[src/rtl/ula_seq.sv]
// ula_seq: multicycle MIPS ALU, single-cycle ops plus iterative MULT/DIV into HI/LO
module ula_seq #(
    parameter int WIDTH   = 32,
    parameter int SHAMT_W = $clog2(WIDTH)
) (
    input  logic             clk,
    input  logic             rst_n,
    input  logic             start,
    input  logic [4:0]       OP,
    input  logic [WIDTH-1:0] in1,
    input  logic [WIDTH-1:0] in2,
    output logic [WIDTH-1:0] result,
    output logic             zero_flag,
    output logic             busy,
    output logic             done,
    output logic             div_by_zero
);
    typedef enum logic [1:0] {IDLE, ITER, FIX} state_t;

    localparam logic [4:0] OP_BNE  = 5'b01000;
    localparam logic [4:0] OP_MTHI = 5'b10110;
    localparam logic [4:0] OP_MTLO = 5'b10111;

    state_t             state_q;
    logic [WIDTH-1:0]   result_q, hi_q, lo_q, acc_q, qr_q, b_q;
    logic [SHAMT_W-1:0] cnt_q;
    logic               zf_q, busy_q, done_q, dz_q, div0_q, mul_q, neg_q, rneg_q;

    logic [WIDTH-1:0]   alu_d, acc_d, qr_d, hi_d, lo_d, a_mag, b_mag;
    logic [WIDTH:0]     sum, rsh, diff;
    logic [2*WIDTH-1:0] prod, prodf;
    logic [SHAMT_W-1:0] sh;
    logic               zf_d, iter_op, sa, sb, ge;

    // Single-cycle ALU result and operand preparation for the iterative ops
    always_comb begin
        sh = in1[SHAMT_W-1:0];
        case (OP)
            5'b00000:         alu_d = in1 & in2;
            5'b00001:         alu_d = in1 | in2;
            5'b00010:         alu_d = in1 + in2;
            5'b00011:         alu_d = in2 << sh;
            5'b00100:         alu_d = in2 >> sh;
            5'b00101:         alu_d = $signed(in2) >>> sh;
            5'b00110, OP_BNE: alu_d = in1 - in2;
            5'b00111:         alu_d = {{(WIDTH-1){1'b0}}, $signed(in1) < $signed(in2)};
            5'b01011:         alu_d = in1 ^ in2;
            5'b01100:         alu_d = ~(in1 | in2);
            5'b01111:         alu_d = {{(WIDTH-1){1'b0}}, in1 < in2};
            5'b10100:         alu_d = hi_q;
            5'b10101:         alu_d = lo_q;
            OP_MTHI, OP_MTLO: alu_d = result_q;
            default:          alu_d = '0;
        endcase
        zf_d    = (alu_d == '0) ^ (OP == OP_BNE);
        iter_op = OP[4:2] == 3'b100;
        sa      = ~OP[0] & in1[WIDTH-1];
        sb      = ~OP[0] & in2[WIDTH-1];
        a_mag   = sa ? -in1 : in1;
        b_mag   = sb ? -in2 : in2;
    end

    // One shift-add / restoring shift-subtract step and the final sign correction
    always_comb begin
        sum   = {1'b0, acc_q} + (qr_q[0] ? {1'b0, b_q} : '0);
        rsh   = {acc_q, qr_q[WIDTH-1]};
        diff  = rsh - {1'b0, b_q};
        ge    = ~diff[WIDTH];
        acc_d = mul_q ? sum[WIDTH:1] : (ge ? diff[WIDTH-1:0] : rsh[WIDTH-1:0]);
        qr_d  = mul_q ? {sum[0], qr_q[WIDTH-1:1]} : {qr_q[WIDTH-2:0], ge};
        prod  = {acc_q, qr_q};
        prodf = neg_q ? -prod : prod;
        hi_d  = mul_q ? prodf[2*WIDTH-1:WIDTH] : (rneg_q ? -acc_q : acc_q);
        lo_d  = mul_q ? prodf[WIDTH-1:0] : (div0_q ? '1 : (neg_q ? -qr_q : qr_q));
    end

    // Control FSM: accepts requests in IDLE, iterates MULT/DIV, registers all outputs
    always_ff @(posedge clk or negedge rst_n) begin
        if (!rst_n) begin
            state_q  <= IDLE;
            result_q <= '0;
            hi_q     <= '0;
            lo_q     <= '0;
            acc_q    <= '0;
            qr_q     <= '0;
            b_q      <= '0;
            cnt_q    <= '0;
            zf_q     <= 1'b0;
            busy_q   <= 1'b0;
            done_q   <= 1'b0;
            dz_q     <= 1'b0;
            div0_q   <= 1'b0;
            mul_q    <= 1'b0;
            neg_q    <= 1'b0;
            rneg_q   <= 1'b0;
        end else begin
            done_q <= 1'b0;
            dz_q   <= 1'b0;
            case (state_q)
                IDLE: begin
                    if (start && iter_op) begin
                        state_q <= ITER;
                        busy_q  <= 1'b1;
                        cnt_q   <= '0;
                        acc_q   <= '0;
                        qr_q    <= a_mag;
                        b_q     <= b_mag;
                        mul_q   <= ~OP[1];
                        neg_q   <= sa ^ sb;
                        rneg_q  <= sa;
                        div0_q  <= OP[1] & (in2 == '0);
                    end else if (start) begin
                        result_q <= alu_d;
                        zf_q     <= zf_d;
                        done_q   <= 1'b1;
                        if (OP == OP_MTHI) hi_q <= in1;
                        if (OP == OP_MTLO) lo_q <= in1;
                    end
                end
                ITER: begin
                    acc_q <= acc_d;
                    qr_q  <= qr_d;
                    cnt_q <= cnt_q + 1'b1;
                    if (&cnt_q) state_q <= FIX;
                end
                FIX: begin
                    hi_q    <= hi_d;
                    lo_q    <= lo_d;
                    busy_q  <= 1'b0;
                    done_q  <= 1'b1;
                    dz_q    <= div0_q;
                    zf_q    <= result_q == '0;
                    state_q <= IDLE;
                end
                default: state_q <= IDLE;
            endcase
        end
    end

    assign result      = result_q;
    assign zero_flag   = zf_q;
    assign busy        = busy_q;
    assign done        = done_q;
    assign div_by_zero = dz_q;
endmodule

[config.mk]
export PLATFORM = sky130hd
export DESIGN_NAME = ula_seq
export DESIGN_NICKNAME = d
export VERILOG_FILES = /design/src/rtl/ula_seq.sv
export SDC_FILE = /design/constraint.sdc
export NUM_CORES = 1
export LEC_CHECK = 0
export BUFFER_PORTS_ARGS = -buffer_cell sky130_fd_sc_hd__buf_2
export CAP_MARGIN = 40
export CORE_MARGIN = 8
export CORE_UTILIZATION = 35
export DETAILED_ROUTE_END_ITERATION = 10
export GPL_TIMING_DRIVEN = 1
export PLACE_DENSITY = 0.6
export SLEW_MARGIN = 10
export SYNTH_ARGS = -nofsm -noshare
export SYNTH_HDL_FRONTEND = slang
export SYNTH_SLANG_ARGS = --single-unit
export TNS_END_PERCENT = 30
[constraint.sdc]
create_clock -name clk -period 4.46 [get_ports clk]
set_clock_uncertainty 0.2 [all_clocks]
set_input_delay 0.446 -clock clk [delete_from_list [all_inputs] [get_ports clk]]
set_output_delay 0.446 -clock clk [all_outputs]
set_load 0.01 [all_outputs]
## Word-level counts from Yosys, hierarchy flattened

Cells that the tools add are included.

| word-level totals | value |
|---|---|
| bits in registers | 207 |
| word-level logic and storage cells | 126 |
| input bits | 72 |

| operators by class | value |
|---|---|
| reduce and logical (&&, ||, !) cells | 19 |
| multiplexer cells | 39 |
| magnitude comparators | 2 |
| add/sub/neg operators | 10 |
| shifts and indexed selects | 3 |
| bitwise gates (word level) | 13 |
| eq/ne operators | 24 |

Operator list:

| operator | count |
|---|---|
| 32-bit 2-to-1 mux | 19 |
| 32-bit one-hot mux with 14 select lines | 1 |
| 32-bit one-hot mux with 2 select lines | 4 |
| 32-bit negator | 4 |
| 32-bit logical NOT | 3 |
| 32-bit < comparator | 2 |
| 64-bit 2-to-1 mux | 1 |
| 64-bit negator | 1 |
| 32-bit by 32-bit adder with 33-bit output | 1 |
| 33-bit by 32-bit subtractor with 33-bit output | 1 |
| 32-bit adder | 1 |
| 32-bit bitwise AND | 1 |
| 32-bit NOT | 1 |
| 32-bit OR | 1 |
| 32-bit by 5-bit << shifter with 32-bit output | 1 |
| 32-bit by 5-bit right shift with 32-bit output | 1 |
| 32-bit by 5-bit >>> shifter with 32-bit output | 1 |
| 32-bit subtractor | 1 |
| 32-bit bitwise XOR | 1 |
| 5-bit by 3-bit == test with 1-bit output (second input constant) | 4 |
| 5-bit by 4-bit == test with 1-bit output (second input constant) | 4 |
| 5-bit == test (second input constant) | 4 |
| 2-bit inequality test (second input constant) | 6 |
| 5-bit by 2-bit == test with 1-bit output (second input constant) | 2 |
| other kinds (23) | 44 |

## Longest topological paths before layout

| logic depth | value |
|---|---|
| depth after elaboration | 8 |
| mapped depth | 21 |

## Worst setup path before layout

Ideal clock, no wire load.

| timing path | value |
|---|---|
| path kind | input-to-reg |
| from | in in1[2] |
| to | reg zf_q, in the netlist zero_flag |
| arrival time | 4.831 ns |
| buffers on the path | 6 |
| stages on the path | 21 |
| path slack | -0.644 ns |
| required time | 4.187 ns |
| path through | clkbuf_1 inv_1 buf_2 buf_2 buf_2 buf_2 ha_1 buf_2 nor3_1 o31ai_2 a211oi_2 o311ai_1 a31o_1 nand3_1 a311o_1 a211o_1 a2111o_1 nor4_1 and4_1 mux2_1 nor2_1 |

| on the way | value |
|---|---|
| longest elaborated chain between the ends | 8 |
| elaborated cells between the ends (all ways) | 17 |
| classes of those cells | 2 x add/sub; 2 x order compare; 3 x shift; 4 x mux; 5 x bitwise; 1 x reduce/logical |

RTL lines:

| element | line | source |
|---|---|---|
| start: declaration | 10 | `input logic [WIDTH-1:0] in1,` |
| branches (longest 2 deep; another with 32-bit subtractor) | - |  |
| 32-bit one-hot mux with 14 select lines (*) | 38 | `case (OP)` |
| 32-bit logical NOT (*) | 55 | `zf_d = (alu_d == '0) ^ (OP == OP_BNE);` |
| 1-bit bitwise XOR (*) | 55 |  |
| 1-bit 2-to-1 mux (*) | 112 | `end else if (start) begin` |
| 1-bit 2-to-1 mux (*) | 101 | `if (start && iter_op) begin` |
| 1-bit one-hot mux with 2 select lines (*) | 99 | `case (state_q)` |
| end signal: assignment | 114 | `zf_q <= zf_d;` |
| end: declaration | 27 | `logic zf_q, busy_q, done_q, dz_q, div0_q, mul_q, neg_q, rneg_q;` |

Mark *: on every way between the ends. The select of a mux whose other input is x is not followed.
A chain may end at the register's enable or synchronous reset.

## Final worst setup path

| timing path | value |
|---|---|
| from | reg qr_q[0] |
| to | reg acc_q[31] |

| on the way | value |
|---|---|
| longest elaborated chain between the ends | 4 |

RTL lines:

| element | line | source |
|---|---|---|
| start: declaration | 25 | `logic [WIDTH-1:0] result_q, hi_q, lo_q, acc_q, qr_q, b_q;` |
| start signal: assignment | 106 | `qr_q <= a_mag;` |
| start signal: assignment | 122 | `qr_q <= qr_d;` |
| 32-bit 2-to-1 mux | 65 | `sum = {1'b0, acc_q} + (qr_q[0] ? {1'b0, b_q} : '0);` |
| 32-bit by 32-bit adder with 33-bit output | 65 |  |
| 32-bit 2-to-1 mux | 69 | `acc_d = mul_q ? sum[WIDTH:1] : (ge ? diff[WIDTH-1:0] : rsh[WIDTH-1:0]);` |
| 32-bit one-hot mux with 2 select lines | 99 |  |
| end signal: assignment | 84 | `acc_q <= '0;` |
| end signal: assignment | 105 | `acc_q <= '0;` |
| end signal: assignment | 121 | `acc_q <= acc_d;` |
| end: declaration | 25 |  |

No other way between the ends.

==> results.py <==
metrics = {
    "synthesis": {
        "yosys_register_bits": 207,
        "synth_warnings": 0,
        "async_flop_share": 1.00,
        "yosysSeqAreaShare": 0.201,
        "netlist_instances": 3396,
        "synthesis.nets": 3639,
        "synth.area.top_cells": "dfrtp_1 (20%), ha_1 (8.1%), a21oi_1 (6.0%)",
        "synth_edf_count": 0,
        "ys.flop_type": "dfrtp_1",
        "synth_top_area_frac": 0.201,
        "yosysTopAreaCell": "dfrtp_1",
        "postSynthAreaPerCell_um2": 7.60,
        "synthesis.area_um2": 25800,
        "synth.distinct_cells": 100,
    },
    "routing": {
        "vias": 31569,
        "drtIter0Drc": 4163,
        "antenna_left": 0,
        "wl_per_cell_um": 29.6,
        "dr.pass1.iters": 6,
        "finalWirelength_mm": 149,
        "avgViaCountPerCell": 6.26,
        "drcViolationCount": 0,
    },
    "run": {
        "maxCapViolCount": 0,
    },
    "layout": {
        "layout_common_cells": "buf_4 (749), nand2_1 (360), a21oi_1 (304)",
        "final_core_util": 0.468,
        "syn_to_final_growth_pct": 32.4,
        "fin_nets": 4304,
        "fillCellCount": 7311,
        "drive_gt1_frac": 0.268,
        "final_common_cell": "buf_4",
    },
    "floorplan": {
        "initial_core_util": 0.354,
        "core_area_um2": 73000,
        "fp-row-count": 99,
        "die_area_um2": 82700,
        "die_x_um": 288,
        "io_pins": 108,
        "die_h_um": 288,
    },
    "cts": {
        "htreeDepth": 1,
        "cts_sinks": 207,
        "path_clk_slew_ns": 0.06,
        "numCtsBuffers": 27,
        "clockBufferDepth": 3,
        "tritoncts": "built",
        "cts_root_buf": "clkbuf_16",
        "clock_latency_ns": 0.60,
    },
    "timing": {
        "finalHoldViolations": 0,
        "fin_crit_sh": 0.964,
        "drv_slew": 0,
        "fmax_mhz": 233,
        "setup_viol": 0,
        "tightest_slew_ns": 0.967,
        "relSlewSlack": 0.350,
        "layout_min_cycle_time_ns": 4.30,
    },
    "global_routing": {
        "grt_max_degree": 103,
        "grt_pass1_wl_mm": 211,
        "grt_pass1_vias": 29537,
        "grtUsageTotal": 0.345,
        "overflow": 0,
        "antenna_found_initial": 4,
    },
    "critical_path": {
        "worst_r2r_path_depth": 20,
        "worstPathArrival_ns": 4.58,
        "cp-end-kind": "register",
        "regToRegSetupSlack_ns": 0.16,
        "required_ns": 4.74,
        "worstReg2RegStart": "qr_q[0]",
        "worstSetupStartpointType": "register",
        "cp_max_fo": 10,
        "r2r-end": "acc_q[31]",
        "crit_type": "register to register",
    },
    "power_and_ir_drop": {
        "switching_share": 0.481,
        "p_total_mw": 17.7,
        "p_switching_mw": 8.51,
        "internal_power_mw": 9.18,
        "powerDensity_nw_per_um2": 518,
        "combPwrFrac": 0.649,
        "vdd_drop_max_uv": 388,
        "power.share.clock": 0.145,
        "pwr-share-seq": 0.206,
        "p_leak_nw": 15.4,
    },
    "placement": {
        "portBuffers": 107,
        "place_congestion": 1.12,
        "dp_hpwl_mm": 124,
    },
    "hold_path": {
        "min_to": "hi_q[30]",
        "hold_class": "input port to register",
        "min_from": "in1[30]",
        "holdPathStages": 3,
    },
    "status": {
        "status": "finished clean",
    },
}
## per-layer routing
layer  GRT usage  wire (µm)
met5           0         24
met4       0.155       8490
met3      0.0717      15200
met2       0.515      62600
met1       0.474      62800
## worst max-delay path: stages (launching register included)
cell	delay [ns]
dfrtp_1	0.40
inv_2	0.09
buf_6	0.12
buf_12	0.12
nor2_1	0.05
ha_1	0.34
and2_1	0.17
o211ai_1	0.20
o31ai_2	0.14
or4b_4	0.50
a31oi_1	0.18
buf_4	0.16
o221ai_2	0.12
a311oi_2	0.26
buf_4	0.15
o21ba_2	0.12
o21ba_2	0.13
o21ai_1	0.09
a21o_1	0.19
a211o_1	0.29
a22o_1	0.17
## cell usage after synthesis, types with 34 or more instances
cell type,count
clkbuf_1,175
nor2_1,289
nand3_1,61
xor2_1,52
mux2i_1,123
or3_1,36
o211ai_1,37
a211oi_1,70
xnor2_1,121
nand2b_1,39
mux2_2,38
a31oi_1,34
nor4_1,34
inv_1,150
ha_1,167
o31ai_1,46
buf_2,49
nor3_1,79
o21ai_0,249
dfrtp_1,207
a21oi_1,311
a21o_1,67
nand2_1,363
## through the flow
step / hold WS (ns) / setup WS, ns / area [µm²] / cells / setup TNS, ns
floorplan: -0.0496 / 0.00963 / 26000 / 3396 / 0
global placement: 0.261 / -0.839 / 32800 / 4980 / -1.10
detailed placement: 0.270 / -0.597 / 32900 / 4984 / -0.873
CTS: 0.0671 / 0.0107 / 34000 / 5037 / 0
global route: 0.0916 / -0.0180 / 34200 / 5041 / -0.0180
finish: 0.0933 / 0.161 / 34200 / 5042 / 0
## sequential cells by signal, summed over array words and instances (netlist names), 2 cells and up
signal,cells
acc_q,32
result,32
qr_q,32
hi_q,32
cnt_q,5
state_q,2
lo_q,32
b_q,32
## worst max-delay path by stage
stage | startpoint | endpoint | slack (ns) | cells after the start
finish | qr_q[0] | acc_q[31] | 0.16 | 20
global route | qr_q[0] | acc_q[31] | -0.02 | 20
floorplan | in1[2] | zero_flag | 0.01 | 21
detailed placement | in1[0] | zero_flag | -0.60 | 16
global placement | in1[0] | zero_flag | -0.84 | 17
CTS | qr_q[0] | acc_q[31] | 0.01 | 18
## final cells by class
class                           count  area (µm²)  share of cell area
Multi-Input combinational cell   2779       19300               0.566
Timing Repair Buffer              892        6850               0.201
Sequential cell                   207        5180               0.152
Tap cell                          959        1200              0.0351
Clock buffer                       35         756              0.0221
Inverter                          154         583              0.0171
Clock inverter                     15         264             0.00773
Antenna cell                        1        2.50           0.0000732
## what timing repair did
item | CTS | global route
endpoints found under the hold margin | 100 | 0
buffers inserted | 1 | 3
resized for setup | 3 | 34
pin swaps | 2 | 11
endpoints found under the setup margin | 2 | 23
hold buffers | 2 | 0
gates cloned | 0 | 0
## cells by family (layout without fill, tap and decap cells)
family | after synthesis | count (layout) | synth area share
other cells | 0 | 1 | 0
buf+inv | 410 | 1096 | 0.0642
fa+ha+maj | 171 | 171 | 0.0840
compound gates | 1161 | 1161 | 0.298
simple gates | 1075 | 1075 | 0.196
flops | 207 | 207 | 0.201
mux | 199 | 199 | 0.0981
xor+xnor | 173 | 173 | 0.0587
## power groups by stage
stage	registers, mW	clock network (mW)	logic (mW)
6_report	3.64	2.57	11.5
4_1_cts	3.61	2.62	11.1
5_1_grt	3.69	2.66	12.4
2_1_floorplan	3.26	0	6.97
3_5_place_dp	3.64	0	11.1
3_3_place_gp	3.63	0	11.0
(Power assumes the default switching activity.)
